## src/rtl/risc_toy_pkg.sv

```systemverilog
// Shared definitions for the RISC_TOY pipeline: widths, opcodes, bubble pattern.
package risc_toy_pkg;

  // Instruction word address width and data width.
  localparam int unsigned IAW = 30;
  localparam int unsigned DW  = 32;

  // Opcode field position inside an instruction word.
  localparam int unsigned OP_MSB = 31;
  localparam int unsigned OP_LSB = 27;

  // 5-bit opcodes; 5'b00000 is deliberately unused so an all-zero word is a no-op.
  typedef enum logic [4:0] {
    OpNone = 5'd0,
    OpAddi = 5'd1,
    OpAndi = 5'd2,
    OpOri  = 5'd3,
    OpMovi = 5'd4,
    OpAdd  = 5'd5,
    OpSub  = 5'd6,
    OpNeg  = 5'd7,
    OpNot  = 5'd8,
    OpAnd  = 5'd9,
    OpOr   = 5'd10,
    OpXor  = 5'd11,
    OpLsr  = 5'd12,
    OpAsr  = 5'd13,
    OpShl  = 5'd14,
    OpRor  = 5'd15,
    OpBr   = 5'd16,
    OpBrl  = 5'd17,
    OpJ    = 5'd18,
    OpJl   = 5'd19,
    OpLd   = 5'd20,
    OpLdr  = 5'd21,
    OpSt   = 5'd22,
    OpStr  = 5'd23
  } opcode_e;

  // Bubble pattern inserted into IF/ID when no real instruction is present.
  localparam logic [DW-1:0] NOP_INSTR_C = 32'h0000_0000;

  // Byte address of the instruction following word address addr.
  function automatic logic [DW-1:0] link_addr(input logic [IAW-1:0] addr);
    logic [IAW-1:0] next_addr;
    next_addr = addr + IAW'(1);
    return {next_addr, 2'b00};
  endfunction

  // Extract the opcode field of an instruction word.
  function automatic opcode_e get_opcode(input logic [DW-1:0] instr);
    return opcode_e'(instr[OP_MSB:OP_LSB]);
  endfunction

endpackage

```

## src/rtl/risc_toy_fetch_skid.sv

```systemverilog
// One-entry hold buffer that catches a memory response arriving while decode stalls.
module risc_toy_fetch_skid
  import risc_toy_pkg::*;
(
  input  logic           CLK,
  input  logic           RSTN,
  input  logic           clear,
  input  logic           load,
  input  logic           drain,
  input  logic [DW-1:0]  load_instr,
  input  logic [IAW-1:0] load_addr,
  output logic           valid,
  output logic [DW-1:0]  instr,
  output logic [IAW-1:0] addr
);

  logic           valid_q, valid_d;
  logic [DW-1:0]  instr_q, instr_d;
  logic [IAW-1:0] addr_q, addr_d;

  // Next-state: clear beats load beats drain; payload only changes on load.
  always_comb begin
    valid_d = valid_q;
    instr_d = instr_q;
    addr_d  = addr_q;
    if (clear) begin
      valid_d = 1'b0;
    end else if (load) begin
      valid_d = 1'b1;
      instr_d = load_instr;
      addr_d  = load_addr;
    end else if (drain) begin
      valid_d = 1'b0;
    end
  end

  // Buffer state register.
  always_ff @(posedge CLK or negedge RSTN) begin
    if (!RSTN) begin
      valid_q <= 1'b0;
      instr_q <= NOP_INSTR_C;
      addr_q  <= '0;
    end else begin
      valid_q <= valid_d;
      instr_q <= instr_d;
      addr_q  <= addr_d;
    end
  end

  assign valid = valid_q;
  assign instr = instr_q;
  assign addr  = addr_q;

endmodule

```

## src/rtl/risc_toy_fetch.sv

```systemverilog
// Instruction-fetch stage: owns the PC, issues memory requests, fills the IF/ID register.
module risc_toy_fetch
  import risc_toy_pkg::*;
#(
  parameter logic [IAW-1:0] RESET_PC  = 30'h0,
  parameter logic [DW-1:0]  NOP_INSTR = NOP_INSTR_C
) (
  input  logic           CLK,
  input  logic           RSTN,
  output logic           IREQ,
  output logic [IAW-1:0] IADDR,
  input  logic [DW-1:0]  INSTR,
  input  logic           STALL,
  input  logic           REDIRECT,
  input  logic [IAW-1:0] REDIRECT_PC,
  output logic           IF_VALID,
  output logic [DW-1:0]  IF_INSTR,
  output logic [IAW-1:0] IF_IADDR,
  output logic [DW-1:0]  IF_LINK
);

  logic [IAW-1:0] pc_q, pc_d;
  logic           req_q, req_d;
  logic [IAW-1:0] req_addr_q, req_addr_d;
  logic           if_valid_q, if_valid_d;
  logic [DW-1:0]  if_instr_q, if_instr_d;
  logic [IAW-1:0] if_iaddr_q, if_iaddr_d;

  logic           ireq;
  logic           skid_valid;
  logic [DW-1:0]  skid_instr;
  logic [IAW-1:0] skid_addr;
  logic           skid_clear, skid_load, skid_drain;

  // Request gating: a full skid, or a stall with a response landing, means nowhere to put more.
  always_comb begin
    ireq = RSTN & ~skid_valid & ~(STALL & req_q);
  end

  assign IREQ  = ireq;
  assign IADDR = pc_q;

  // Skid control; redirect discards held data, stall captures the arriving response.
  always_comb begin
    skid_clear = REDIRECT;
    skid_load  = ~REDIRECT & STALL & req_q;
    skid_drain = ~REDIRECT & ~STALL & skid_valid;
  end

  risc_toy_fetch_skid u_skid (
    .CLK        (CLK),
    .RSTN       (RSTN),
    .clear      (skid_clear),
    .load       (skid_load),
    .drain      (skid_drain),
    .load_instr (INSTR),
    .load_addr  (req_addr_q),
    .valid      (skid_valid),
    .instr      (skid_instr),
    .addr       (skid_addr)
  );

  // PC and in-flight tracking; a redirect kills whatever response is on its way.
  always_comb begin
    pc_d       = pc_q;
    req_d      = ireq;
    req_addr_d = req_addr_q;
    if (REDIRECT) begin
      pc_d  = REDIRECT_PC;
      req_d = 1'b0;
    end else if (ireq) begin
      pc_d       = pc_q + IAW'(1);
      req_addr_d = pc_q;
    end
  end

  // IF/ID next state in priority order: redirect, stall, skid drain, live response, bubble.
  always_comb begin
    if_valid_d = if_valid_q;
    if_instr_d = if_instr_q;
    if_iaddr_d = if_iaddr_q;
    if (REDIRECT) begin
      if_valid_d = 1'b0;
      if_instr_d = NOP_INSTR;
    end else if (STALL) begin
      // hold
    end else if (skid_valid) begin
      if_valid_d = 1'b1;
      if_instr_d = skid_instr;
      if_iaddr_d = skid_addr;
    end else if (req_q) begin
      if_valid_d = 1'b1;
      if_instr_d = INSTR;
      if_iaddr_d = req_addr_q;
    end else begin
      if_valid_d = 1'b0;
      if_instr_d = NOP_INSTR;
    end
  end

  // PC and request tracking registers.
  always_ff @(posedge CLK or negedge RSTN) begin
    if (!RSTN) begin
      pc_q       <= RESET_PC;
      req_q      <= 1'b0;
      req_addr_q <= '0;
    end else begin
      pc_q       <= pc_d;
      req_q      <= req_d;
      req_addr_q <= req_addr_d;
    end
  end

  // IF/ID pipeline register.
  always_ff @(posedge CLK or negedge RSTN) begin
    if (!RSTN) begin
      if_valid_q <= 1'b0;
      if_instr_q <= NOP_INSTR;
      if_iaddr_q <= '0;
    end else begin
      if_valid_q <= if_valid_d;
      if_instr_q <= if_instr_d;
      if_iaddr_q <= if_iaddr_d;
    end
  end

  assign IF_VALID = if_valid_q;
  assign IF_INSTR = if_instr_q;
  assign IF_IADDR = if_iaddr_q;
  assign IF_LINK  = link_addr(if_iaddr_q);

endmodule

```

## config.mk

```make
export PLATFORM = sky130hd
export DESIGN_NAME = risc_toy_fetch
export DESIGN_NICKNAME = d
export VERILOG_FILES = /design/src/rtl/risc_toy_pkg.sv /design/src/rtl/risc_toy_fetch_skid.sv /design/src/rtl/risc_toy_fetch.sv
export SDC_FILE = /design/constraint.sdc
export NUM_CORES = 1
export LEC_CHECK = 0
export CORE_UTILIZATION = 46
export DETAILED_ROUTE_END_ITERATION = 6
export GPL_TIMING_DRIVEN = 0
export HOLD_SLACK_MARGIN = 0.1
export PLACE_DENSITY = 0.8
export SLEW_MARGIN = 25
export SYNTH_ARGS = -nofsm -noshare
export SYNTH_HDL_FRONTEND = slang
export SYNTH_SLANG_ARGS = --single-unit
```

## constraint.sdc

```tcl
create_clock -name CLK -period 2 [get_ports CLK]
set_clock_uncertainty 0.1 [all_clocks]
set_input_delay 0.2 -clock CLK [delete_from_list [all_inputs] [get_ports CLK]]
set_output_delay 0.2 -clock CLK [all_outputs]
set_load 0.01 [all_outputs]
```

==> parameters.txt, run 1 <==
Parameter                              Value

Finish
  Final std cell area, no fill ... 12,510 sq um
  Post-route core utilization ... 68.71%
  Net count, final ... 1,152
  Area growth syn-to-layout ... 44.54%
  FILL cells ... 1,236
  Fraction of layout cells with a size suffix above 1 ... 29.90%

Synth
  Number of warning messages in the yosys log ... 0
  Number of different library cells in the post-synthesis netlist ... 38
  Part of the Yosys area used for sequential elements ... 54.06%
  Mean Syn Cell Area ... 10.86 sq um
  Flip-flop and latch count after synthesis ... 187
  Post-synthesis cell area ... 8656 sq um
  Gate count after technology mapping ... 797

Placement
  Cell area after placement ... 10,900 sq um
  DP HPWL ... 15.53 mm
  Final GP Congestion ... 0.8208
  Total of buffers placed on input and output ports ... 189

GRT
  Initial antenna violation count ... 1
  Number of global-route vias before repair ... 7,237
  Gr usage total ... 25.09%
  Overflow left after global routing ... 0
  Largest net degree at the start of global routing ... 84
  First-pass GRT wire length ... 37.73 mm

Worst setup path
  Top cell family by delay on the critical path ... simple AND/OR/NAND/NOR gates
  Type of the setup path with the least slack ... register to output pin
  Slowest stage delay, CP ... 370 ps
  Setup slack, reg-to-reg ... 20 ps
  Startpoint types ... register
  Crit end category ... output pin
  Slowest stage cell on the critical path ... dfrtp_1
  Series of cell instances along the critical path ... and3_4 > and3_4 > nand4_1 > buf_4 > nor3_4 > xnor2_1 > buf_2
  Largest fanout on the critical path ... 3
  Critical path buffers and inverters ... 2
  Worst Path Required ... 1700 ps
  Critical Path AT ... 2110 ps
  Most frequent CP cell ... and3_4

Floorplanning
  Effective utilization at floorplan ... 47.54%
  Row Count ... 49
  Ports placed on the boundary ... 192
  Width of the die ... 139.2 microns
  Placeable core region ... 18,210 sq um
  Vertical die dimension ... 139.2 microns
  Die ar. ... 19,370 sq um

Routing
  Count of routing violations after the opening detailed-route iteration ... 595
  Antenna Violating Nets Remaining ... 0
  Post-route DRC ... 11
  Average wire per standard cell ... 18.98 microns
  Routed Wire Length ... 25.19 mm
  First-pass iteration count of the detailed router ... 7
  Detailed-route vias per instance ... 5.588
  Overall via count from detail_route ... 7,415

Job
  Number of max-cap violations ... 0

Power and ir drop
  Comb power frac ... 26.9%
  Total power consumption of the routed design ... 11.91 mW
  Power per unit of standard cell area ... 951.9 nW/um^2
  Part of the total power dissipated in sequential elements ... 43.6%
  Relative contribution of the clock network to total power ... 29.6%
  Switch share ... 29.67%
  Peak supply drop ... 0.7400 mV
  P_int ... 8.375 mW
  Net switching power ... 3.533 mW
  Leakage Power ... 5.401 nW

Timing
  Final critical delay including setup and external delays ... 2405 ps
  Setup violations, final ... 19
  Timing-limited maximum frequency ... 0.4158 GHz
  Ratio of final minimum period to clock period ... 120.3%
  Final-layout worst hold slack ... 205.1 ps
  Worst rel slew slack ... 54.36%
  Final hold vios ... 0
  Total count of max-transition violations in the final report ... 0
  Unrepaired setup endpoints after global routing ... true
  Worst Setup Slack, final ... -405.3 ps
  Measured slew at the worst slew-check pin ... 684.7 ps

Clock network
  H-Tree Level Count ... 4
  Clock tree from TritonCTS ... yes
  Number of buffers on the longest clock path ... 2
  Root buffer cell ... clkbuf_16
  Worst-path clk slew ... 70 ps
  Clk Latency, worst-skew pair ... 440 ps
  Count of clock tree sinks ... 187
  Clock buffer count from CTS ... 17

Min path
  Min-delay worst type ... input pin to register

Status
  Failing checks ... DRC, setup timing
  Outcome ... finished with violations
synth_stat cells:
cell,number,area share (%)
a221o_1,1,0.12
nand4_2,1,0.14
buf_1,7,0.30
mux2i_1,32,3.7
and2_1,2,0.14
o21ai_2,1,0.10
or4_4,2,0.26
nand2_1,80,3.5
and4_1,4,0.40
buf_2,4,0.23
nor2b_1,5,0.36
nor4_2,4,0.58
nor3_1,11,0.64
or4_1,1,0.087
nand4_1,21,1.5
dfrtp_1,187,54
nor2_1,77,3.3
a22oi_1,31,2.7
inv_1,6,0.26
conb_1,1,0.043
o21ai_0,33,1.9
o21ai_1,25,1.4
a31oi_1,1,0.072
mux2_2,92,12
and3_1,13,0.94
o31ai_1,1,0.087
buf_6,1,0.13
xor2_1,25,2.5
ha_1,2,0.29
nor4_1,2,0.14
clkbuf_1,39,1.7
buf_4,2,0.17
inv_2,1,0.043
or3_1,2,0.14
xnor2_1,30,3.0
nand3_1,18,1.0
a21oi_1,31,1.8
nand3_2,1,0.12
sequential cells by signal, indices dropped and copies added (netlist names):
name and count:
IF_INSTR 32, u_skid.instr 32, IADDR 30, IF_IADDR 30, req_addr_q 30, u_skid.addr 30, IF_VALID 1, req_q 1
u_skid.valid 1
timing repair:
item / in CTS / in global routing
setup endpoints to repair: 206 / 148
setup buffers: 52 / 22
endpoints found under the hold margin: 187 / 106
cloned: 0 / 1
gates resized for setup: 168 / 79
pin swaps: 36 / 36
hold buffers: 7 / 3
worst paths after layout:
| path | startpoint | end | cells after the start |
|---|---|---|---|
| worst max register to register | IADDR[3]$_DFFE_PN0P_ | IADDR[29]$_DFFE_PN0P_ | 5 |
| worst min-delay path | REDIRECT_PC[28] | IADDR[28]$_DFFE_PN0P_ | 3 |
| max in group asynchronous | RSTN | IF_IADDR[19]$_DFFE_PN0P_ | 7 |
| worst max-delay path | IF_IADDR[16]$_DFFE_PN0P_ | IF_LINK[28] | 7 |
| min in group asynchronous | RSTN | IADDR[7]$_DFFE_PN0P_ | 8 |
| worst min register to register | IF_VALID$_DFFE_PN0P_ | IF_VALID$_DFFE_PN0P_ | 2 |
layout by cell type (no fill, tap or decap), drive strengths merged, types with 4 or more instances in the layout:
master,n
nand4,22
clkdlybuf4s50,158
nor3,11
buf,115
nand3,19
mux2,92
a22oi,31
and4,4
nor2b,5
inv,11
and3,13
xnor2,30
xor2,25
o21ai,59
nor4,6
a21oi,31
nand2,80
mux2i,32
nor2,77
clkinv,4
dfrtp,187
clkbuf,61
logic make-up after synthesis:
kind of cell / Yosys count / share of synthesized area (%)
fa+ha+maj: 2 / 0.2891
mux: 124 / 15.67
simple gates: 244 / 13.33
flops: 187 / 54.06
xor+xnor: 55 / 5.565
compound gates: 124 / 8.211
other cells: 1 / 0.04332
buf+inv: 60 / 2.833
power by group through the flow:
stage | logic [mW] | registers, mW | clock network, mW
after floorplan | 1.26 | 5.26 | 0
after global placement | 2.65 | 5.28 | 0
after detailed placement | 2.74 | 5.33 | 0
after CTS | 3.05 | 5.14 | 3.54
after global routing | 3.44 | 5.28 | 3.69
final | 3.20 | 5.19 | 3.52
final cells by class:
class / count / area, sq um / share of cell area [%]
Inverter: 7 / 26.28 / 0.2100
Sequential cell: 187 / 4705 / 37.60
Multi-Input combinational cell: 551 / 4075 / 32.57
Clock inverter: 12 / 162.7 / 1.300
Antenna cell: 1 / 2.502 / 0.02000
Tap cell: 229 / 286.5 / 2.290
Buffer: 48 / 246.5 / 1.970
Timing Repair Buffer: 272 / 2560 / 20.46
Clock buffer: 20 / 446.7 / 3.570
per-layer routing:
metal	share of wire (%)	GRT usage, %
met5	0	0
met4	3.2	13.45
met3	6.0	6.181
met2	50	40.64
met1	41	31.07
worst min-delay path: cells and delay by family:
family / cells / cell delay, ps
compound gates: 1 / 50
buf+inv: 1 / 390
simple gates: 1 / 60
stage by stage:
step / instances / worst slack (ps) / setup TNS (ps)
detailed placement: 1218 / -777.2 / -90060
global route: 1327 / -440.2 / -6370
finish: 1327 / -405.3 / -4832
floorplan: 798 / 10.97 / 0
CTS: 1305 / -325.6 / -4347
global placement: 1216 / -7077 / -1791180
Note: power is estimated with default switching activity, not from simulation.
==> inputs of run 2 (changes only) <==
--- a/config.mk
+++ b/config.mk
@@ -5,11 +5,13 @@
 export SDC_FILE = /design/constraint.sdc
 export NUM_CORES = 1
 export LEC_CHECK = 0
+export ABC_CLOCK_PERIOD_IN_PS = 2000
 export CORE_UTILIZATION = 46
 export DETAILED_ROUTE_END_ITERATION = 6
 export GPL_TIMING_DRIVEN = 0
 export HOLD_SLACK_MARGIN = 0.1
 export PLACE_DENSITY = 0.8
+export SKIP_LAST_GASP = 1
 export SLEW_MARGIN = 25
 export SYNTH_ARGS = -nofsm -noshare
 export SYNTH_HDL_FRONTEND = slang
==> run 2 against run 1 <==
The run still ends with DRC, setup timing left. Sequential share of layout area grew 0.051 points. Die area is the same. Largest power group unchanged. Maximum frequency grew 1.4%. Non-clock buffer count grew 1. Combinational power shrank 2%.
==> parameters.txt, run 2 (synthesized netlist as in run 1, its figures left out) <==
Parameter                              Value

Status
  Outcome ... finished with violations (unchanged)
  Failing checks ... DRC, setup timing (unchanged)

Job
  Number of max-cap violations ... 0 (unchanged)

Timing
  Final hold vios ... 0 (unchanged)
  Total count of max-transition violations in the final report ... 0 (unchanged)
  Timing-limited maximum frequency ... 0.4217 GHz (was 0.4158 GHz)
  Final critical delay including setup and external delays ... 2372 ps (was 2405 ps)
  Measured slew at the worst slew-check pin ... 689.0 ps (was 684.7 ps)
  Setup violations, final ... 20 (was 19)
  Accumulated negative setup slack ... -4941 ps (was -4832 ps)
  Worst Setup Slack, final ... -371.6 ps (was -405.3 ps)
  Unrepaired setup endpoints after global routing ... true (unchanged)
  Ratio of final minimum period to clock period ... 118.6% (was 120.3%)
  Worst rel slew slack ... 54.07% (was 54.36%)

Power and ir drop
  Relative contribution of the clock network to total power ... 29.7% (was 29.6%)
  Leakage Power ... 5.395 nW (was 5.401 nW)
  Part of the total power dissipated in sequential elements ... 43.7% (was 43.6%)
  Power per unit of standard cell area ... 948.4 nW/um^2 (was 951.9 nW/um^2)
  Switch share ... 29.51% (was 29.67%)
  Peak supply drop ... 0.7372 mV (was 0.7400 mV)
  Comb power frac ... 26.6% (was 26.9%)
  P_int ... 8.348 mW (was 8.375 mW)
  Net switching power ... 3.495 mW (was 3.533 mW)

Floorplanning
  Placeable core region ... 18,210 sq um (unchanged)
  Ports placed on the boundary ... 192 (unchanged)
  Vertical die dimension ... 139.2 microns (unchanged)
  Row Count ... 49 (unchanged)
  Width of the die ... 139.2 microns (unchanged)
  Die ar. ... 19,370 sq um (unchanged)
  Effective utilization at floorplan ... 47.54% (unchanged)

Worst setup path
  Critical Path AT ... 2070 ps (was 2110 ps)
  Startpoint types ... register (unchanged)
  Slowest stage cell on the critical path ... dfrtp_2 (was dfrtp_1)
  Worst R2R End ... IADDR[23]$_DFFE_PN0P_ (was IADDR[29]$_DFFE_PN0P_)
  Largest fanout on the critical path ... 4 (was 3)
  Type of the setup path with the least slack ... register to output pin (unchanged)
  Startpoint of the worst register-to-register path ... IADDR[9]$_DFFE_PN0P_ (was IADDR[3]$_DFFE_PN0P_)
  Setup slack, reg-to-reg ... 30 ps (was 20 ps)
  Series of cell instances along the critical path ... and4_4 > and2_4 > nand4_1 > buf_4 > nor3_4 > xnor2_1 > buf_2 (was and3_4 > and3_4 > nand4_1 > buf_4 > nor3_4 > xnor2_1 > buf_2)
  Slowest stage delay, CP ... 370 ps (about the same)
  Number of cells on the worst reg-to-reg path ... 6 (was 5)
  Crit end category ... output pin (unchanged)
  Worst Path Required ... 1700 ps (about the same)

Clock network
  H-Tree Level Count ... 4 (unchanged)
  Clock tree from TritonCTS ... yes (unchanged)
  Clock buffer count from CTS ... 17 (unchanged)
  Clk Latency, worst-skew pair ... 430 ps (was 440 ps)
  Count of clock tree sinks ... 187 (unchanged)
  Number of buffers on the longest clock path ... 2 (unchanged)
  Root buffer cell ... clkbuf_16 (unchanged)
  Worst-path clk slew ... 70 ps (about the same)

Min path
  Cells on Worst Hold Path ... 3 (unchanged)
  Min-delay worst type ... input pin to register (unchanged)
  Worst hold path endpoint ... IADDR[6]$_DFFE_PN0P_ (was IADDR[28]$_DFFE_PN0P_)
  Start point of the worst hold path ... REDIRECT_PC[6] (was REDIRECT_PC[28])

Finish
  Fraction of layout cells with a size suffix above 1 ... 29.60% (was 29.90%)
  Top library cells by usage in the layout, fill and taps aside ... dfrtp_1 (169), clkdlybuf4s50_1 (158), mux2_2 (92) (was dfrtp_1 (167), clkdlybuf4s50_1 (158), mux2_2 (92))
  Final std cell area, no fill ... 12,490 sq um (was 12,510 sq um)
  Net count, final ... 1,153 (was 1,152)
  Most common cell after layout, fill and taps aside ... dfrtp_1 (unchanged)
  Area growth syn-to-layout ... 44.26% (was 44.54%)

Placement
  Final GP Congestion ... 0.8208 (unchanged)
  DP HPWL ... 15.53 mm (unchanged)
  Cell area after placement ... 10,900 sq um (unchanged)
  Total of buffers placed on input and output ports ... 189 (unchanged)
  Pre-CTS setup slack ... -777.2 ps (unchanged)

GRT
  First-pass GRT wire length ... 37.57 mm (was 37.73 mm)
  Gr usage total ... 24.98% (was 25.09%)
  Number of global-route vias before repair ... 7,195 (was 7,237)
  Overflow left after global routing ... 0 (unchanged)
  Initial antenna violation count ... 1 (unchanged)
  Largest net degree at the start of global routing ... 84 (unchanged)

Routing
  Detailed-route vias per instance ... 5.532 (was 5.588)
  Count of routing violations after the opening detailed-route iteration ... 436 (was 595)
  Antenna Violating Nets Remaining ... 0 (unchanged)
  Overall via count from detail_route ... 7,346 (was 7,415)
  First-pass iteration count of the detailed router ... 7 (unchanged)
  Post-route DRC ... 13 (was 11)
  Average wire per standard cell ... 18.72 microns (was 18.98 microns)
  Routed Wire Length ... 24.86 mm (was 25.19 mm)
-- run 2: cell count changes in the layout (fill, tap and decap cells not counted), moves of 2 or more --
cell     change
nand3_2      +3
buf_4        +2
dfrtp_1      +2
dfrtp_2      -2
nand3_4      -2
xnor2_1      +2
xnor2_2      -2
-- run 2: power groups by stage --
stage	registers (mW)	logic (mW)	clock network, mW
6_report	5.18	3.15	3.52
5_1_grt	5.27	3.39	3.69
4_1_cts	5.14	3.05	3.54
3_5_place_dp	5.33	2.74	0
3_3_place_gp	5.28	2.65	0
2_1_floorplan	5.26	1.26	0
-- run 2: how the worst max path moves through the flow --
stage                                  from                          end  slack [ps]
finish              IF_IADDR[5]$_DFFE_PN0P_                  IF_LINK[28]        -370
floorplan             IADDR[11]$_DFFE_PN0P_        IADDR[23]$_DFFE_PN0P_          10
CTS                 IF_IADDR[2]$_DFFE_PN0P_                  IF_LINK[27]        -330
global route        IF_IADDR[5]$_DFFE_PN0P_                  IF_LINK[24]        -450
global placement                       RSTN     IF_IADDR[29]$_DFFE_PN0P_       -7080
detailed placement                    STALL  u_skid.addr[22]$_DFFE_PN0P_        -780
-- run 2: layout make-up --
cell class                      instances  area, sq um
Fill cell                            1234         5722
Sequential cell                       187         4702
Multi-Input combinational cell        551         4043
Timing Repair Buffer                  273         2571
Clock buffer                           20        446.7
Tap cell                              229        286.5
Buffer                                 48        246.5
Clock inverter                         12        162.7
Inverter                                7        26.28
Antenna cell                            1        2.502
-- run 2: repair_timing --
action	CTS	global route
pin swaps	36	34
endpoints found under the setup margin	206	141
cloned	0	1
hold endpoints to repair	187	106
hold buffers	7	3
resized for setup	167	73
setup buffers	52	21
-- run 2: through the flow --
stage | power [mW] | hold WS (ps) | util [%] | instances
2_1_floorplan | 6.515 | -195.6 | - | 798
3_3_place_gp | 7.931 | 367.1 | 59.52 | 1216
6_report | 11.84 | 206.9 | 68.58 | 1328
4_1_cts | 11.72 | 35.74 | 66.61 | 1305
3_5_place_dp | 8.072 | -14.96 | 59.85 | 1218
5_1_grt | 12.35 | 209.9 | 68.58 | 1328
-- run 2: metal layers --
layer,up-vias,routed length [microns],track usage (%)
met5,-,0,0
met2,270,12210,40.56
li1,3362,-,-
met3,67,1489,6.146
met4,0,1042,12.98
met1,3647,10120,31.03
-- run 2: worst max-delay path, delay by kind of cell (launching register included) --
kind / cells / cell delay (ps)
AND/OR/NAND/NOR: 4 / 730
buffers and inverters: 2 / 390
flip-flops: 1 / 370
XOR/XNOR: 1 / 140
==> inputs of run 3 (changes only) <==
--- a/config.mk
+++ b/config.mk
@@ -5,7 +5,6 @@
 export SDC_FILE = /design/constraint.sdc
 export NUM_CORES = 1
 export LEC_CHECK = 0
-export ABC_CLOCK_PERIOD_IN_PS = 2000
 export CORE_UTILIZATION = 46
 export DETAILED_ROUTE_END_ITERATION = 6
 export GPL_TIMING_DRIVEN = 0
==> results of run 3 <==
No change in the layout: final DEF, timing and power equal those of run 2.
